[config.mk]
export PLATFORM = sky130hd
export DESIGN_NAME = raw_data_arbiter
export DESIGN_NICKNAME = d
export VERILOG_FILES = /design/src/rtl/raw_data_arbiter.sv
export SDC_FILE = /design/constraint.sdc
export NUM_CORES = 1
export LEC_CHECK = 0
export ABC_AREA = 0
export BUFFER_PORTS_ARGS = -buffer_cell sky130_fd_sc_hd__buf_2
export CAP_MARGIN = 10
export CORE_AREA = 5 5 42 44
export DETAILED_ROUTE_END_ITERATION = 10
export DIE_AREA = 0 0 47 49
export GPL_ROUTABILITY_DRIVEN = 1
export PLACE_DENSITY_LB_ADDON = 0.2
export SKIP_CTS_REPAIR_TIMING = 1
export SYNTH_ARGS = -nofsm -noshare
export SYNTH_HDL_FRONTEND = slang
export SYNTH_SLANG_ARGS = --single-unit
export TNS_END_PERCENT = 10
[constraint.sdc]
create_clock -name clk -period 4.91 [get_ports clk]
set_input_delay 0.2455 -clock clk [delete_from_list [all_inputs] [get_ports clk]]
set_output_delay 0.2455 -clock clk [all_outputs]
set_load 0.05 [all_outputs]
[src/rtl/raw_data_arbiter.sv]
// raw_data_arbiter: packet-granular round-robin sharing of the raw data output FIFO among four sources,
// with flush requests turned into output FIFO clear pulses at packet boundaries.
module raw_data_arbiter #(
  parameter int NUM_SRC = 4
) (
  input  logic               clk,
  input  logic               reset,
  input  logic [NUM_SRC-1:0] src_fifo_empty,
  input  logic [NUM_SRC-1:0] src_last,
  output logic [NUM_SRC-1:0] src_fifo_pop,
  output logic [NUM_SRC-1:0] src_index_pop,
  output logic [NUM_SRC-1:0] src_wstrb_pop,
  input  logic               raw_data_out_fifo_full,
  output logic               raw_data_out_fifo_push,
  input  logic               flush_req,
  output logic               raw_data_out_fifo_clr,
  output logic               raw_data_out_index_clr,
  output logic [1:0]         raw_data_sel,
  output logic               busy
);
  typedef enum logic [1:0] {IDLE, XFER, FLUSH} state_t;
  state_t     state;
  logic [1:0] sel, rr_ptr, grant;
  logic       flush_pend, hit, xfer;
  // descending scan so the source closest to rr_ptr wins
  always_comb begin
    hit = 1'b0;
    grant = rr_ptr;
    for (int i = NUM_SRC - 1; i >= 0; i--)
      if (!src_fifo_empty[rr_ptr + 2'(i)]) begin
        hit = 1'b1;
        grant = rr_ptr + 2'(i);
      end
  end
  assign xfer = state == XFER && !src_fifo_empty[sel] && !raw_data_out_fifo_full;
  assign src_fifo_pop = xfer ? NUM_SRC'(1) << sel : '0;
  assign src_index_pop = src_fifo_pop;
  assign src_wstrb_pop = src_fifo_pop;
  assign raw_data_out_fifo_push = xfer;
  assign raw_data_out_fifo_clr = state == FLUSH;
  assign raw_data_out_index_clr = state == FLUSH;
  assign raw_data_sel = sel;
  assign busy = state != IDLE;
  always_ff @(posedge clk or negedge reset)
    if (!reset) begin
      state <= IDLE;
      sel <= '0;
      rr_ptr <= '0;
      flush_pend <= 1'b0;
    end else begin
      // an IDLE cycle with flush_pend always enters FLUSH, which is where the pending flag is consumed
      flush_pend <= flush_req || (flush_pend && state != IDLE);
      case (state)
        IDLE:
          if (flush_pend) state <= FLUSH;
          else if (hit) begin
            sel <= grant;
            state <= XFER;
          end
        XFER:
          if (xfer && src_last[sel]) begin
            rr_ptr <= sel + 2'd1;
            state <= IDLE;
          end
        default: state <= IDLE;
      endcase
    end
endmodule

# == Word-level counts from Yosys, hierarchy flattened ==
# Index checks and enable logic that the tools add are counted.
# word_totals
regBits,7
latchBits,0
ram_bits,0
rom_bits,0
input_bits,12
memories,0
# classes
n_addsub,4
n_mul,0
n_div,0
n_lt_le_gt_ge,5
n_eq_ne,4
shift,1
muxes,25
n_bitwise,1
reduce_logical,12
# op_table
cell,n
$lt A2 B3 Y1 const B,5
$mux W2,7
$bmux W1 S2,6
$mux W1,10
$add A2 B1 Y2 const B,2
$add A2 B2 Y2 const B,2
$logic_and A1 B1 Y1,4
$mux W4,1
$pmux W2 S2,1
$reduce_and A2 Y1,2
$shl A1 B2 Y4 const A,1
$ne A3 B3 Y1 const B,1
$reduce_and A3 Y1,1
$eq A2 B1 Y1 const B,1
$eq A2 B2 Y1 const B,1
$logic_not A1 Y1,2
$logic_not A2 Y1,1
$ne A2 B1 Y1 const B,1
$reduce_bool A2 Y1,1
$logic_or A1 B1 Y1,1
$not A1 Y1,1

# == Logic depth before layout (Yosys ltp) ==
# Gate-level depths: netlist of the first run.
# depth
depth_word,10
depth_mapped,4

# == Worst setup path after synthesis of the first run ==
# No wires, ideal clock.
# synth_timing
path_kind,reg-to-output
startpoint,"reg sel[0], in the netlist raw_data_sel[0]"
endpoint,out src_index_pop[0]
t_arrival_ps,2800
t_required_ps,4665
setup_slack_ps,1865
path_stages_with_launch,5
n_path_buf,1
path_cell_list,dfrtp_1 -> mux4_2 -> nor4b_4 -> and2_2 -> buf_4
# synth_between
elab_chain_len,6
elab_cells_between_ends,7
# synth_lines
item,line,source
start: declaration,23,"logic [1:0] sel, rr_ptr, grant;"
start signal: assignment,57,sel <= grant;
$bmux W1 S2,35,assign xfer = state == XFER && !src_fifo_empty[sel] && !raw_data_out_fifo_full;
$mux W1 (implied by the code),35,
$logic_not A1 Y1,35,
$logic_and A1 B1 Y1 (2 in series),35,
net raw_data_out_fifo_push,14,"output logic raw_data_out_fifo_push,"
$mux W4,36,assign src_fifo_pop = xfer ? NUM_SRC'(1) << sel : '0;
end: declaration,11,"output logic [NUM_SRC-1:0] src_index_pop,"
# The timed path passes the listed nets, and every way through them passes these cells. The select of a mux whose other input is x is not followed.

# == Worst setup path in the final report of the first run ==
# layout_timing
startpoint,"reg sel[0], in the netlist raw_data_sel[0]"
endpoint,out src_index_pop[3]
# layout_between
elab_chain_len,6
elab_cells_between_ends,7
# layout_lines
item,line
$bmux W1 S2,35
$mux W1 (implied by the code),35
$logic_not A1 Y1,35
$logic_and A1 B1 Y1 (2 in series),35
$mux W4 (*),36
# Every way passes the cells marked *; elsewhere a longest branch is shown, timed or not. The select of a mux whose other input is x is not followed.

==> impl_metrics.env, run 1 <==
export IMPL_ir_drop_mv=0.2390
export IMPL_endpoint_kind="output port"
export IMPL_grtUsageTotal=0.1095
export IMPL_grt_pass1_wl_um=1814
export IMPL_hold_path_class="in -> reg"
export IMPL_cts_root_buffer="clkbuf_4"
export IMPL_drt_iter0_markers=0
export IMPL_drc_errors=0
export IMPL_synthDistinctLibCells=26
export IMPL_drt_wl_total_um=1165
export IMPL_power_w=0.0004028
export IMPL_synth_xor_area_frac=0
export IMPL_slew_headroom=0.7813
export IMPL_ys_ff_latch=7
export IMPL_max_clock_freq_mhz=415.9
export IMPL_synth_area_per_cell_um2=9.988
export IMPL_grt_max_degree=8
export IMPL_grt_overflow=0
export IMPL_synthAdderAreaFrac=0.08639
export IMPL_syn2layout_area_growth_pct=23.11
export IMPL_io_buffers=29
export IMPL_nNetsFinal=100
export IMPL_cts_sinks=7
export IMPL_dp_cells=94
export IMPL_muxShareOfSynthArea=0.1231
export IMPL_chipHeight_um=49
export IMPL_timing_setup_tns_ps=0
export IMPL_first_pass_iters=1
export IMPL_avgViaCountPerCell=4.848
export IMPL_grt_pass1_vias=424
export IMPL_critPathRequiredTime_ps=4660
export IMPL_hpwl_um=1012
export IMPL_synth_compound_area_share=0.1274
export IMPL_netlist_instances=58
export IMPL_status="finished, final reports clean"
export IMPL_antenna_found_initial=0
export IMPL_netlist_area_um2=579.3
export IMPL_dr_wl_met3_um=109
export IMPL_synth_top_family_by_area="simple AND/OR/NAND/NOR gates"
export IMPL_dieArea_mm2=0.002303
export IMPL_io_pins=30
export IMPL_whs_ps=183.4
export IMPL_most_common_layout_cells="29 x buf_2, 7 x dfrtp_1, 5 x inv_1"
export IMPL_leakage_nw=0.3926
export IMPL_p_per_area_mw_per_mm2=564.8
export IMPL_n_antenna_cell=0
export IMPL_finalClockSkew_ps=4.935
export IMPL_cts_tree="yes"
export IMPL_routed_top_layer="met3"
export IMPL_wl_met2_um=596
export IMPL_worst_ep_arrival_time_ps=2160
export IMPL_stdcell_count=99
export IMPL_crit_type="reg -> out"
export IMPL_yosysSeqAreaShare=0.3024
export IMPL_final_antenna_net_count=0
export IMPL_clockBufferDepth=2
export IMPL_min_period_ps=2404
export IMPL_syn_nets=74
export IMPL_rows=14
export IMPL_clk_pin_slew_ps=50
export IMPL_yosys_warnings=0
export IMPL_wl_met1_um=459
export IMPL_drv_cap=0
export IMPL_clk_latency_ps=250
export IMPL_route_vias_total=480
export IMPL_cp_max_fo=7
export IMPL_final_common_cell="buf_2"
export IMPL_hold_viol=0
export IMPL_die_w_um=47
export IMPL_tightest_slew_ps=326.7
export IMPL_setup_violations_final=0
export IMPL_cts_made_buffers=3
export IMPL_htree_levels=1
export IMPL_rsz0062_at_grt="false"
export IMPL_post_drt_wl_per_cell_um=11.77
export IMPL_globalplace_congestion=0.7557
export IMPL_nFillCells=150
export IMPL_cp_start_kind="flip-flop"
export IMPL_fin_crit_sh=0.4897
export IMPL_slew_viol_final=0
export IMPL_synthSimpleGateAreaFrac=0.2117
export IMPL_start_util=0.4134
export IMPL_drive_gt1_frac=0.4940
export IMPL_coreArea_mm2=0.001401
## metrics by stage
stage                     worst slack [ps]  area, µm²  utilization
after global routing                  2352      713.2       0.5089
after global placement                2817      676.9       0.4830
after CTS                             2470      703.2       0.5018
final                                 2506      713.2       0.5089
after floorplan                       1865      579.3            -
after detailed placement              2745      676.9       0.4830
## logic make-up after synthesis
family | count (synthesis)
and+or+nand+nor | 19
buffers and inverters | 14
AOI/OAI and AO/OA | 10
DFF | 7
muxes | 4
adders and majority gates | 4
## path summary, 6_finish.rpt
| check | slack, ps | startpoint | depth (start not counted) | end |
|---|---|---|---|---|
| max in group asynchronous | 4400 | reset | 2 | raw_data_sel[1] |
| setup / recovery | 2510 | raw_data_sel[0] | 4 | src_index_pop[3] |
| hold / removal | 180 | flush_req | 2 | flush_pend |
| setup reg to reg | 2910 | raw_data_sel[0] | 4 | rr_ptr[1] |
| hold reg to reg | 500 | flush_pend | 2 | state[1] |
| min in group asynchronous | 350 | reset | 2 | rr_ptr[0] |
## worst max-delay path: stages (launching register included)
cell	delay, ps
dfrtp_1	480
mux4_2	580
nor4b_4	380
and2_2	220
buf_2	260
## sequential cells by signal, indices dropped and copies added, names as in the netlist
signal,count
flush_pend,1
raw_data_sel,2
rr_ptr,2
state,2
## area by class of cell
cell class / count / area, µm² / share of cell area
multi-input cells: 37 / 317.8 / 0.4456
flip-flops and latches: 7 / 175.2 / 0.2456
repair buffers: 30 / 155.1 / 0.2175
clock buffers: 4 / 26.28 / 0.03684
well taps: 16 / 20.02 / 0.02807
inverters: 5 / 18.77 / 0.02632
## synthesized netlist by cell type, drive strengths merged
cell     number  area share
buf           9        0.12
dfrtp         7        0.30
and2          5       0.063
inv           5       0.032
nand2         5       0.037
ha            4       0.086
o21ai         3       0.026
mux2          2       0.039
mux4          2       0.084
nor2          2       0.013
nor3          2       0.017
a21o          1       0.013
a221o         1       0.017
a32o          1       0.019
nand3         1      0.0086
nand4         1       0.011
nor2b         1       0.011
nor4b         1       0.041
o211ai        1       0.013
o21a          1       0.013
o22ai         1       0.011
o2bb2ai       1       0.015
or2           1       0.011
## power breakdown
part            total, W  switching, W  internal [W]
Sequential      0.000122     0.0000397     0.0000827
Combinational   0.000229      0.000152     0.0000768
Clock          0.0000513     0.0000204     0.0000310
## per-layer routing
layer | GRT usage | up-vias
met5 | 0 | -
met4 | 0.02765 | 0
met3 | 0.05535 | 0
met2 | 0.1697 | 19
met1 | 0.1315 | 218
li1 | - | 243
(Power assumes the default switching activity.)
==> run 2, diff against run 1 <==
--- a/config.mk
+++ b/config.mk
@@ -8,9 +8,9 @@
 export ABC_AREA = 0
 export BUFFER_PORTS_ARGS = -buffer_cell sky130_fd_sc_hd__buf_2
 export CAP_MARGIN = 10
-export CORE_AREA = 5 5 42 44
+export CORE_MARGIN = 5
+export CORE_UTILIZATION = 43
 export DETAILED_ROUTE_END_ITERATION = 10
-export DIE_AREA = 0 0 47 49
 export GPL_ROUTABILITY_DRIVEN = 1
 export PLACE_DENSITY_LB_ADDON = 0.2
 export SKIP_CTS_REPAIR_TIMING = 1
==> constraint.sdc (replaced) <==
create_clock -name clk -period 2.5 [get_ports clk]
set_input_delay 0.125 -clock clk [delete_from_list [all_inputs] [get_ports clk]]
set_output_delay 0.125 -clock clk [all_outputs]
set_load 0.05 [all_outputs]
==> run 2 against run 1 <==
Against the previous run: setup slack worse by 2300 ps; largest power group unchanged; largest cell class unchanged; register-to-register slack lost 2400 ps; die area shrank 5.3%; combinational power is 100% higher; critical path depth unchanged; first-iteration DRC count increased by 9; final cell count decreased by 1.0%; power rose by 99%; sequential cell count unchanged; via count is 6.7% higher.
==> impl_metrics.env, run 2 (synthesized netlist as in run 1, its figures left out) <==
export IMPL_status="finished, final reports clean"
export IMPL_rsz0062_at_grt="false"
export IMPL_hold_path_class="in -> reg"
export IMPL_grtUsageTotal=0.1118
export IMPL_io_buffers=29
export IMPL_post_drt_wl_per_cell_um=12.17
export IMPL_power_w=0.0008035
export IMPL_htree_levels=1
export IMPL_crit_type="reg -> out"
export IMPL_place_ws_ps=495.0
export IMPL_globalplace_congestion=0.7630
export IMPL_io_pins=30
export IMPL_critPathRequiredTime_ps=2380
export IMPL_cts_root_buffer="clkbuf_4"
export IMPL_clk_latency_ps=260
export IMPL_drv_cap=0
export IMPL_cts_made_buffers=3
export IMPL_slew_headroom=0.7568
export IMPL_reg2reg_slack_ps=500
export IMPL_cp_start_kind="flip-flop"
export IMPL_start_util=0.4508
export IMPL_crit_chain="mux4_2, nor4b_4, and2_4, buf_2"
export IMPL_clk_pin_slew_ps=60
export IMPL_antenna_found_initial=0
export IMPL_clockBufferDepth=2
export IMPL_slew_viol_final=0
export IMPL_coreArea_mm2=0.001285
export IMPL_dp_cells=93
export IMPL_drt_wl_total_um=1193
export IMPL_n_antenna_cell=0
export IMPL_leakage_nw=0.3937
export IMPL_first_pass_iters=4
export IMPL_path_buf_inv=1
export IMPL_cp_slowest_cell="mux4_2"
export IMPL_stdcell_count=98
export IMPL_cts_sinks=7
export IMPL_min_period_ps=2266
export IMPL_drc_errors=0
export IMPL_slowest_delay_ps=540
export IMPL_final_common_cell="buf_2"
export IMPL_final_antenna_net_count=0
export IMPL_timing_setup_tns_ps=0
export IMPL_drive_gt1_frac=0.5060
export IMPL_ir_drop_mv=0.4523
export IMPL_p_per_area_mw_per_mm2=1119
export IMPL_most_common_layout_cells="29 x buf_2, 6 x dfrtp_1, 5 x inv_1"
export IMPL_dieArea_mm2=0.002181
export IMPL_cp_max_fo=7
export IMPL_hpwl_um=968.9
export IMPL_grt_overflow=0
export IMPL_grt_pass1_vias=416
export IMPL_hold_viol=0
export IMPL_cts_tree="yes"
export IMPL_route_vias_total=512
export IMPL_nNetsFinal=100
export IMPL_die_w_um=46.71
export IMPL_rows=13
export IMPL_tightest_slew_ps=363.3
export IMPL_place_area_um2=681.9
export IMPL_chipHeight_um=46.71
export IMPL_finalClockSkew_ps=9.957
export IMPL_setup_violations_final=0
export IMPL_grt_max_degree=8
export IMPL_endpoint_kind="output port"
export IMPL_avgViaCountPerCell=5.224
export IMPL_syn2layout_area_growth_pct=23.97
export IMPL_final_cell_area_um2=718.2
export IMPL_fin_crit_sh=0.9065
export IMPL_worst_ep_arrival_time_ps=2140
export IMPL_crit_family="simple AND/OR/NAND/NOR gates"
export IMPL_max_clock_freq_mhz=441.3
export IMPL_worst_slack_ps=233.7
export IMPL_drt_iter0_markers=9
export IMPL_grt_pass1_wl_um=1718
run 2: cell type report:
class	instances	area, µm²
clock buffer	4	26.28
fill	127	566.8
inverter	5	18.77
multi-input combinational	37	322.8
sequential	7	176.4
tap	15	18.77
timing repair buffer	30	155.1
run 2: path summary, 6_finish.rpt:
path,startpoint,end,cells after the start
worst max-delay path,raw_data_sel[0],src_wstrb_pop[0],4
worst min-delay path,flush_req,flush_pend,2
worst max register to register,raw_data_sel[0],rr_ptr[1],4
worst min register to register,flush_pend,flush_pend,1
max in group asynchronous,reset,raw_data_sel[0],2
min in group asynchronous,reset,state[0],2
run 2: per-layer routing:
layer	vias to the layer above	part of all wire	track usage
li1	247	-	-
met4	0	0.018	0.06630
met5	-	0	0
met1	240	0.41	0.1310
met2	18	0.48	0.1868
met3	7	0.086	0.02344
run 2: metrics by stage:
stage | hold slack, ps | util
floorplan | -170.6 | -
global placement | -35.70 | 0.5307
detailed placement | -34.91 | 0.5307
CTS | -309.7 | 0.5511
global route | 53.52 | 0.5589
finish | 49.10 | 0.5589
run 2: power by group:
group | internal, W | switching, W
Sequential | 0.000164 | 0.0000727
Clock | 0.0000613 | 0.0000471
Combinational | 0.000155 | 0.000303
Total | 0.000380 | 0.000423
run 2: worst reg2reg max path, delay by kind of cell, from the launching register on:
| kind | cells | cell delay [ps] |
|---|---|---|
| AND/OR/NAND/NOR | 2 | 560 |
| multiplexers | 2 | 880 |
| flip-flops | 1 | 430 |
==> run 3, diff against run 2 <==
--- a/config.mk
+++ b/config.mk
@@ -6,13 +6,14 @@
 export NUM_CORES = 1
 export LEC_CHECK = 0
 export ABC_AREA = 0
-export BUFFER_PORTS_ARGS = -buffer_cell sky130_fd_sc_hd__buf_2
+export BUFFER_PORTS_ARGS = -buffer_cell sky130_fd_sc_hd__clkbuf_2
 export CAP_MARGIN = 10
 export CORE_MARGIN = 5
 export CORE_UTILIZATION = 43
 export DETAILED_ROUTE_END_ITERATION = 10
 export GPL_ROUTABILITY_DRIVEN = 1
 export PLACE_DENSITY_LB_ADDON = 0.2
+export RECOVER_POWER = 50
 export SKIP_CTS_REPAIR_TIMING = 1
 export SYNTH_ARGS = -nofsm -noshare
 export SYNTH_HDL_FRONTEND = slang
==> run 3 against run 2 <==
Against the previous run: clock-buffer cell count unchanged; non-clock buffer count unchanged; clock power decreased by 6%; hold slack improved by 12 ps; clock skew decreased by 6.0 ps; routed wire length increased by 7.1%; first-iteration DRC count increased by 11%; fmax decreased by 0.12%; critical endpoint is now src_index_pop[3]; highest routed layer is now met3.
==> impl_metrics.env, run 3 (synthesized netlist as in run 1, its figures left out) <==
export IMPL_hold_path_class="in -> reg"
export IMPL_clk_latency_ps=240
export IMPL_drv_cap=0
export IMPL_slew_headroom=0.5998
export IMPL_status="finished, final reports clean"
export IMPL_syn2layout_area_growth_pct=22.68
export IMPL_grtUsageTotal=0.1227
export IMPL_final_antenna_net_count=0
export IMPL_htree_levels=1
export IMPL_leakage_nw=0.3642
export IMPL_cts_tree="yes"
export IMPL_cp_max_fo=7
export IMPL_cp_slowest_cell="mux4_2"
export IMPL_rows=13
export IMPL_critPathRequiredTime_ps=2380
export IMPL_post_drt_wl_per_cell_um=13.04
export IMPL_grt_pass1_vias=449
export IMPL_first_pass_iters=2
export IMPL_drt_wl_total_um=1278
export IMPL_rsz0062_at_grt="false"
export IMPL_cts_root_buffer="clkbuf_4"
export IMPL_io_buffers=29
export IMPL_crit_family="simple AND/OR/NAND/NOR gates"
export IMPL_ir_drop_mv=0.5044
export IMPL_clk_pin_slew_ps=50
export IMPL_n_antenna_cell=0
export IMPL_fin_crit_sh=0.9076
export IMPL_tightest_slew_ps=602.9
export IMPL_setup_violations_final=0
export IMPL_min_period_ps=2269
export IMPL_p_per_area_mw_per_mm2=1116
export IMPL_path_buf_inv=1
export IMPL_slew_viol_final=0
export IMPL_drive_gt1_frac=0.4337
export IMPL_slowest_delay_ps=540
export IMPL_route_vias_total=485
export IMPL_nNetsFinal=100
export IMPL_final_cell_area_um2=710.7
export IMPL_place_area_um2=681.9
export IMPL_crit_type="reg -> out"
export IMPL_dieArea_mm2=0.002181
export IMPL_io_pins=30
export IMPL_grt_overflow=0
export IMPL_hold_viol=0
export IMPL_clockBufferDepth=2
export IMPL_start_util=0.4508
export IMPL_cts_sinks=7
export IMPL_hpwl_um=1049
export IMPL_chipHeight_um=46.71
export IMPL_reg2reg_slack_ps=500
export IMPL_globalplace_congestion=0.7454
export IMPL_antenna_found_initial=0
export IMPL_cp_start_kind="flip-flop"
export IMPL_die_w_um=46.71
export IMPL_finalClockSkew_ps=3.962
export IMPL_max_clock_freq_mhz=440.7
export IMPL_drc_errors=0
export IMPL_most_common_layout_cells="23 x clkbuf_2, 7 x clkbuf_1, 6 x dfrtp_1"
export IMPL_grt_pass1_wl_um=1863
export IMPL_grt_max_degree=8
export IMPL_cts_made_buffers=3
export IMPL_power_w=0.0007932
export IMPL_avgViaCountPerCell=4.949
export IMPL_crit_chain="mux4_2, nor4b_4, and2_4, clkbuf_2"
export IMPL_worst_ep_arrival_time_ps=2140
export IMPL_drt_iter0_markers=10
export IMPL_endpoint_kind="output port"
export IMPL_coreArea_mm2=0.001285
export IMPL_final_common_cell="clkbuf_2"
export IMPL_timing_setup_tns_ps=0
[run 3: area by class of cell]
type	instances	area, µm²
fill	123	574.3
multi-input combinational	37	322.8
sequential	7	176.4
timing repair buffer	30	147.6
clock buffer	4	26.28
inverter	5	18.77
tap	15	18.77
[run 3: report_power, final]
| group | leakage (nW) | internal, W | switching (W) |
|---|---|---|---|
| Sequential | 0.0843 | 0.000164 | 0.0000762 |
| Clock | 0.0150 | 0.0000608 | 0.0000400 |
| Combinational | 0.265 | 0.000145 | 0.000307 |
| Total | 0.364 | 0.000370 | 0.000423 |
[run 3: worst reg2reg max path, cell delays in order, from the launching register on]
cell     delay (ps)
dfrtp_2         430
mux4_2          540
nor4b_4         420
nand2_2         140
mux2_1          340
[run 3: through the flow]
step                      utilization  setup WS (ps)  instances  hold slack [ps]
final                          0.5531          231.0         98            60.92
after global routing           0.5531          136.2         98            61.79
after CTS                      0.5511          195.4         97           -300.7
after detailed placement       0.5307          473.3         93           -29.23
after global placement         0.5307          517.7         93           -30.99
after floorplan                     -         -162.5         58           -170.6
[run 3: final timing paths]
path / startpoint / end / cells past startpoint
worst max-delay path: raw_data_sel[0] / src_index_pop[3] / 4
worst min-delay path: flush_req / flush_pend / 2
worst max register to register: raw_data_sel[0] / rr_ptr[0] / 4
worst min register to register: flush_pend / flush_pend / 1
max in group asynchronous: reset / raw_data_sel[0] / 2
min in group asynchronous: reset / rr_ptr[0] / 2
[run 3: routing by layer]
metal / global-route usage / routed length (µm) / vias up
met2: 0.2225 / 655 / 13
met3: 0.02344 / 75 / 0
met4: 0.04972 / 0 / 0
li1: - / - / 245
met1: 0.1398 / 547 / 227
met5: 0 / 0 / -
